File: config.mk
export PLATFORM = sky130hd
export DESIGN_NAME = sub16_pipelined
export DESIGN_NICKNAME = d
export VERILOG_FILES = /design/src/rtl/sub16_pipelined.sv
export SDC_FILE = /design/constraint.sdc
export NUM_CORES = 1
export LEC_CHECK = 0
export BUFFER_PORTS_ARGS = -buffer_cell sky130_fd_sc_hd__buf_4
export CORE_MARGIN = 10
export CORE_UTILIZATION = 40
export CTS_BUF_LIST = sky130_fd_sc_hd__clkbuf_4
export DETAILED_ROUTE_END_ITERATION = 7
export GPL_TIMING_DRIVEN = 1
export MAX_ROUTING_LAYER = met4
export SLEW_MARGIN = 10
export SYNTH_ARGS = -nofsm -noshare
export SYNTH_HDL_FRONTEND = slang
export SYNTH_SLANG_ARGS = --single-unit
File: constraint.sdc
create_clock -name clk -period 2.5 [get_ports clk]
set_input_delay 0.375 -clock clk [delete_from_list [all_inputs] [get_ports clk]]
set_output_delay 0.375 -clock clk [all_outputs]
set_load 0.02 [all_outputs]
File: src/rtl/sub16_pipelined.sv
// Pipelined subtractor: diff = a - b - bin, resolved SLICE bits per stage with the
// borrow carried in registers; valid/ready handshake with per-stage bubble collapse.
module sub16_pipelined #(
  parameter int WIDTH  = 16,
  parameter int SLICE  = 4,
  parameter int STAGES = 4
) (
  input  logic             clk,
  input  logic             reset,
  input  logic             in_valid,
  output logic             in_ready,
  input  logic [WIDTH-1:0] a,
  input  logic [WIDTH-1:0] b,
  input  logic             bin,
  output logic             out_valid,
  input  logic             out_ready,
  output logic [WIDTH-1:0] diff,
  output logic             bout,
  output logic             zero,
  output logic             ovf
);

  logic             v_q    [1:STAGES];
  logic [WIDTH-1:0] diff_q [1:STAGES];
  logic             brw_q  [1:STAGES];
  logic [WIDTH-1:0] a_q    [1:STAGES-1];
  logic [WIDTH-1:0] b_q    [1:STAGES-1];
  logic             en_w   [1:STAGES+1];
  logic             zero_q;
  logic             ovf_q;

  // A stage may load when it is empty or when its occupant moves on this edge.
  assign en_w[STAGES+1] = out_ready;

  genvar gi;
  generate
    for (gi = 1; gi <= STAGES; gi++) begin : g_stage
      localparam int LO = (gi - 1) * SLICE;

      logic [WIDTH-1:0] src_a;
      logic [WIDTH-1:0] src_b;
      logic [WIDTH-1:0] src_diff;
      logic             src_bin;
      logic             src_v;
      logic [SLICE:0]   res;
      logic [WIDTH-1:0] diff_d;

      assign en_w[gi] = ~v_q[gi] | en_w[gi+1];

      if (gi == 1) begin : g_first
        assign src_a    = a;
        assign src_b    = b;
        assign src_diff = '0;
        assign src_bin  = bin;
        assign src_v    = in_valid;
      end else begin : g_mid
        assign src_a    = a_q[gi-1];
        assign src_b    = b_q[gi-1];
        assign src_diff = diff_q[gi-1];
        assign src_bin  = brw_q[gi-1];
        assign src_v    = v_q[gi-1];
      end

      // Extra MSB of the slice subtraction goes to 1 exactly when a borrow is needed.
      assign res = {1'b0, src_a[LO +: SLICE]} - {1'b0, src_b[LO +: SLICE]}
                 - {{SLICE{1'b0}}, src_bin};

      always_comb begin
        diff_d              = src_diff;
        diff_d[LO +: SLICE] = res[SLICE-1:0];
      end

      always_ff @(posedge clk or negedge reset) begin
        if (!reset) begin
          v_q[gi]    <= 1'b0;
          diff_q[gi] <= '0;
          brw_q[gi]  <= 1'b0;
        end else if (en_w[gi]) begin
          v_q[gi]    <= src_v;
          diff_q[gi] <= diff_d;
          brw_q[gi]  <= res[SLICE];
        end
      end

      if (gi < STAGES) begin : g_opnd
        always_ff @(posedge clk or negedge reset) begin
          if (!reset) begin
            a_q[gi] <= '0;
            b_q[gi] <= '0;
          end else if (en_w[gi]) begin
            a_q[gi] <= src_a;
            b_q[gi] <= src_b;
          end
        end
      end else begin : g_flags
        logic zero_d;
        logic ovf_d;

        assign zero_d = (diff_d == '0);
        assign ovf_d  = (src_a[WIDTH-1] ^ src_b[WIDTH-1]) & (diff_d[WIDTH-1] ^ src_a[WIDTH-1]);

        always_ff @(posedge clk or negedge reset) begin
          if (!reset) begin
            zero_q <= 1'b0;
            ovf_q  <= 1'b0;
          end else if (en_w[gi]) begin
            zero_q <= zero_d;
            ovf_q  <= ovf_d;
          end
        end
      end
    end
  endgenerate

  assign in_ready  = en_w[1];
  assign out_valid = v_q[STAGES];
  assign diff      = diff_q[STAGES];
  assign bout      = brw_q[STAGES];
  assign zero      = zero_q;
  assign ovf       = ovf_q;

endmodule

## After elaboration in Yosys (flattened, before gate mapping)

Index checks and enable logic that the tools add are counted.
W data, S select, Z words.

- Flip-flop bits (word level): 146
- Input bits: 37

- Bitwise operators: 11
- Add/sub/neg operators: 8
- Reductions and logical operators: 1

Operators by type and width:

| operator | number |
|---|---|
| $sub A4 B4 Y5 | 4 |
| $sub A5 B1 Y5 | 4 |
| $logic_not A16 Y1 | 1 |
| $not A1 Y1 | 4 |
| $or A1 B1 Y1 | 4 |
| $xor A1 B1 Y1 | 2 |
| $and A1 B1 Y1 | 1 |

## Longest topological paths before layout

- Word-level depth: 5
- Gate-level depth with buffers: 8

## Least setup slack after synthesis

No wires, ideal clock.

- Path type: flip-flop to flip-flop
- Start: reg a_q (netlist bit g_stage[4].src_a[12])
- End: reg zero_q, in the netlist zero
- Setup slack: 0.538 ns
- Arrival time: 1.897 ns
- Buffers on the path: 0
- Period minus slack after synthesis: 1.962 ns
- Setup time: 0.065 ns
- Stages on the path, launching flop included: 7
- Data required time: 2.435 ns
- Cell sequence: dfrtp_1 > fa_1 > fa_1 > nor3_1 > nand4_1 > nor4_1 > a31o_2

- Longest elaborated chain between the ends: 3

RTL lines:

| element | line | RTL |
|---|---|---|
| start, declared | 26 | `logic [WIDTH-1:0] a_q [1:STAGES-1];` |
| start signal, assigned by index | 91 | `a_q[gi] <= src_a;` |
| $sub A4 B4 Y5 | 65 | `assign res = {1'b0, src_a[LO +: SLICE]} - {1'b0, src_b[LO +: SLICE]}` |
| $sub A5 B1 Y5 | 66 | `- {{SLICE{1'b0}}, src_bin};` |
| via g_stage[4].res[1] | 45 | `logic [SLICE:0] res;` |
| $logic_not A16 Y1 | 99 | `assign zero_d = (diff_d == '0);` |
| end signal, assigned | 107 | `zero_q <= zero_d;` |
| end, declared | 29 | `logic zero_q;` |

The timed path passes the listed nets, and every way through them passes these cells.
A chain may end at the register's enable or synchronous reset.

## Worst setup path in the final report

- Start: reg a_q (netlist bit g_stage[4].src_a[12])
- End: reg zero_q, in the netlist zero

- Longest elaborated chain between the ends: 3

RTL lines:

| element | line |
|---|---|
| $sub A4 B4 Y5 | 65 |
| $sub A5 B1 Y5 | 66 |
| $logic_not A16 Y1 | 99 |

No other way between the ends.

==> flow_summary.toml <==
[route]
wl_met3_um = 304
postRouteAntennaNets = 0
dr_wl_met2_um = 3260
dr.pass1.iters = 4
routed.top_layer = "met4"
routed_wl_um = 7940
wl_per_cell_um = 13.6
drtIter0Drc = 182
viasPerCell = 4.67
vias = 2724
wl_met1_um = 4240
drcViolationCount = 0

[power_and_ir_drop]
power_uw = 4920
p_per_area_nw_per_um2 = 931
ir_drop_uv = 437
p_leak_uw = 0.00259

[clock_tree]
htree_levels = 3
clkTransAtPathRegs_ns = 0.15
clk_latency_ns = 0.42
clock_path_buffers = 2
post-cts-setup-buffers = 0
cts_tree = "yes"
cts_buffers = 9
cts_sinks = 98
cts-root-buf = "clkbuf_4"

[min_path]
min_path_cells = 3
hold_path.class = "input port to flip-flop"
min_from = "a[7]"

[synthesis]
synth_area_leaders = "dfrtp_1 (54%), mux2_2 (8.9%), ha_1 (6.6%)"
synth_area_per_cell_um2 = 12.1
yosysUniqueCellTypes = 32
yosysSeqAreaShare_pct = 53.8
synth_nets = 446
synth_top_family_by_area = "multiplexers"
yosys_warnings = 0
synth_top_area_share_pct = 53.8
synth-xor-area-share_pct = 3.38
netlist_instances = 377
synth-compound-area-share_pct = 4.34
synthAdderAreaFrac_pct = 10.1
syn-cell-area_um2 = 4560
ys_ff_latch = 98
synth_area_leader_cell = "dfrtp_1"
synth_simple_gate_area_share_pct = 9.28
muxShareOfSynthArea_pct = 13.8

[sta]
min_period_ns = 2.17
setup_tns_ns = 0
tightest_slew_ns = 0.713
skew_ns = 0.0177
setup_ws_ns = 0.328
finalHoldViolCount = 0
fin_crit_sh_pct = 86.9
max-slew-margin-rel_pct = 52.3
setup_viol = 0
slew_viol_final = 0
rsz0062_at_grt = "no"
max_freq_mhz = 460

[run]
max_cap_violations = 0

[global_route]
grt_usage_pct = 10.5
antenna_found_initial = 1
gr-total-overflow = 0
grt_pass1_vias = 2806
grt_max_degree = 51
grt_pass1_wl_um = 13700

[floorplan]
coreArea_um2 = 11000
rows = 38
die-area_um2 = 16100
die_h_um = 127
fp.dieW_um = 127
ios = 58
start_util_pct = 41.5

[critical_path]
reg2regPathDepth = 6
reg2reg_from = "g_stage[4].src_a[12]"
criticalPathCategory = "flip-flop to flip-flop"
cpMaxStageDelayCell = "fa_1"
crit_path_max_incr_delay_ns = 0.48
path_cells = "fa_1 > fa_1 > xnor2_1 > nand4_1 > nor4_1 > a31o_2"
cp-startpoint = "g_stage[4].src_a[12]"
cp.required_ns = 2.87
cp_common_cell = "fa_1"
end_kind = "flip-flop"
cp_max_fo = 2
cp-start-kind = "flip-flop"
cp.arrival_ns = 2.54

[placed_design]
place.port_buffers = 57
dp_hpwl_um = 6040
gp_congestion = 0.772
post-place-cells = 566
dpl_worst_slack_ns = 0.393

[cells_and_area]
utilization_pct = 48.1
finalNonFillerCells = 583
fill_cells = 1021
final_common_cell = "dfrtp_1"
regArea_um2 = 2450
final_cell_mix = "dfrtp_1 (98), buf_4 (62), nand2_1 (56), inv_1 (36), mux2_2 (36)"
syn2layout_area_growth_pct = 15.8
multi_input_area_um2 = 1860
fin_nets = 507
layout-drive-gt1-share_pct = 29.9

[run_status]
status = "finished, final reports clean"
==> per-stage QoR <==
step | hold WS (ns) | area (um2)
global placement | 0.265 | 5110
floorplan | 0.0794 | 4560
detailed placement | 0.264 | 5110
finish | 0.137 | 5280
global route | 0.113 | 5280
CTS | 0.116 | 5280
==> Yosys cell counts <==
cell,instances
dfrtp_1,98
nand2_1,56
inv_1,36
mux2_2,36
ha_1,24
a21oi_1,17
mux2_4,14
nor2_1,14
o21ai_0,14
xnor2_1,10
fa_1,8
nand2b_1,8
buf_6,7
clkbuf_1,6
xor2_1,5
nand3b_1,4
o21ai_1,4
nor4_1,2
a31o_2,1
a31oi_1,1
and2_1,1
buf_4,1
mux2_1,1
nand2_2,1
nand3_2,1
nand4_1,1
nand4_2,1
nor2b_4,1
nor3_1,1
o31ai_1,1
or4_1,1
xnor3_1,1
==> worst paths after layout <==
kind,to,slack (ns)
min,g_stage[2].src_a[7],0.14
min reg2reg,diff[2],0.48
max in group asynchronous,diff[4],1.47
max,zero,0.33
min in group asynchronous,g_stage[2].src_b[6],0.34
max reg2reg,zero,0.33
==> cell families (layout without fill, tap and decap cells) <==
group                    Yosys count  after routing
adder cells (fa/ha/maj)           32             32
buffers and inverters             50            115
XOR/XNOR                          16             16
AO/OA/AOI/OAI                     38             38
flip-flops                        98             98
other                              0              1
AND/OR/NAND/NOR                   92             92
multiplexers                      51             51
==> area by class of cell <==
class | instances | area share (%)
flip-flops and latches | 98 | 46.5
multi-input cells | 229 | 35.3
repair buffers | 64 | 9.39
well taps | 140 | 3.32
inverters | 36 | 2.56
clock inverters | 5 | 1.52
clock buffers | 10 | 1.42
diodes | 1 | 0.0474
==> power breakdown <==
part	internal [uW]	switching, uW
clock network	411	500
logic	880	826
registers	2010	290
==> critical path: cells and delay by family (launching register included) <==
family | cells | cell delay, ns
flops | 1 | 0.43
xor+xnor | 1 | 0.22
simple gates | 2 | 0.38
fa+ha+maj | 2 | 0.90
compound gates | 1 | 0.20
==> registers in the layout (all words and copies together) (netlist names) <==
register          cells
g_stage.src_bin       3
g_stage.src_a        24
diff                 16
zero                  1
ovf                   1
bout                  1
out_valid             1
g_stage.src_v         3
g_stage.src_b        24
g_stage.src_diff     24
==> metal layers <==
metal  GRT usage, %  vias up
met5              -        -
met4           4.22        0
met3           2.25       12
met2           14.0       49
met1           14.9     1302
li1               -     1361
==> repair_timing <==
| item | in CTS | in global routing |
|---|---|---|
| endpoints found under the hold margin | 17 | 0 |
| hold buffers | 1 | 0 |
| gates resized for setup | 0 | 0 |
No activity file was read; power rests on OpenSTA's default activity.
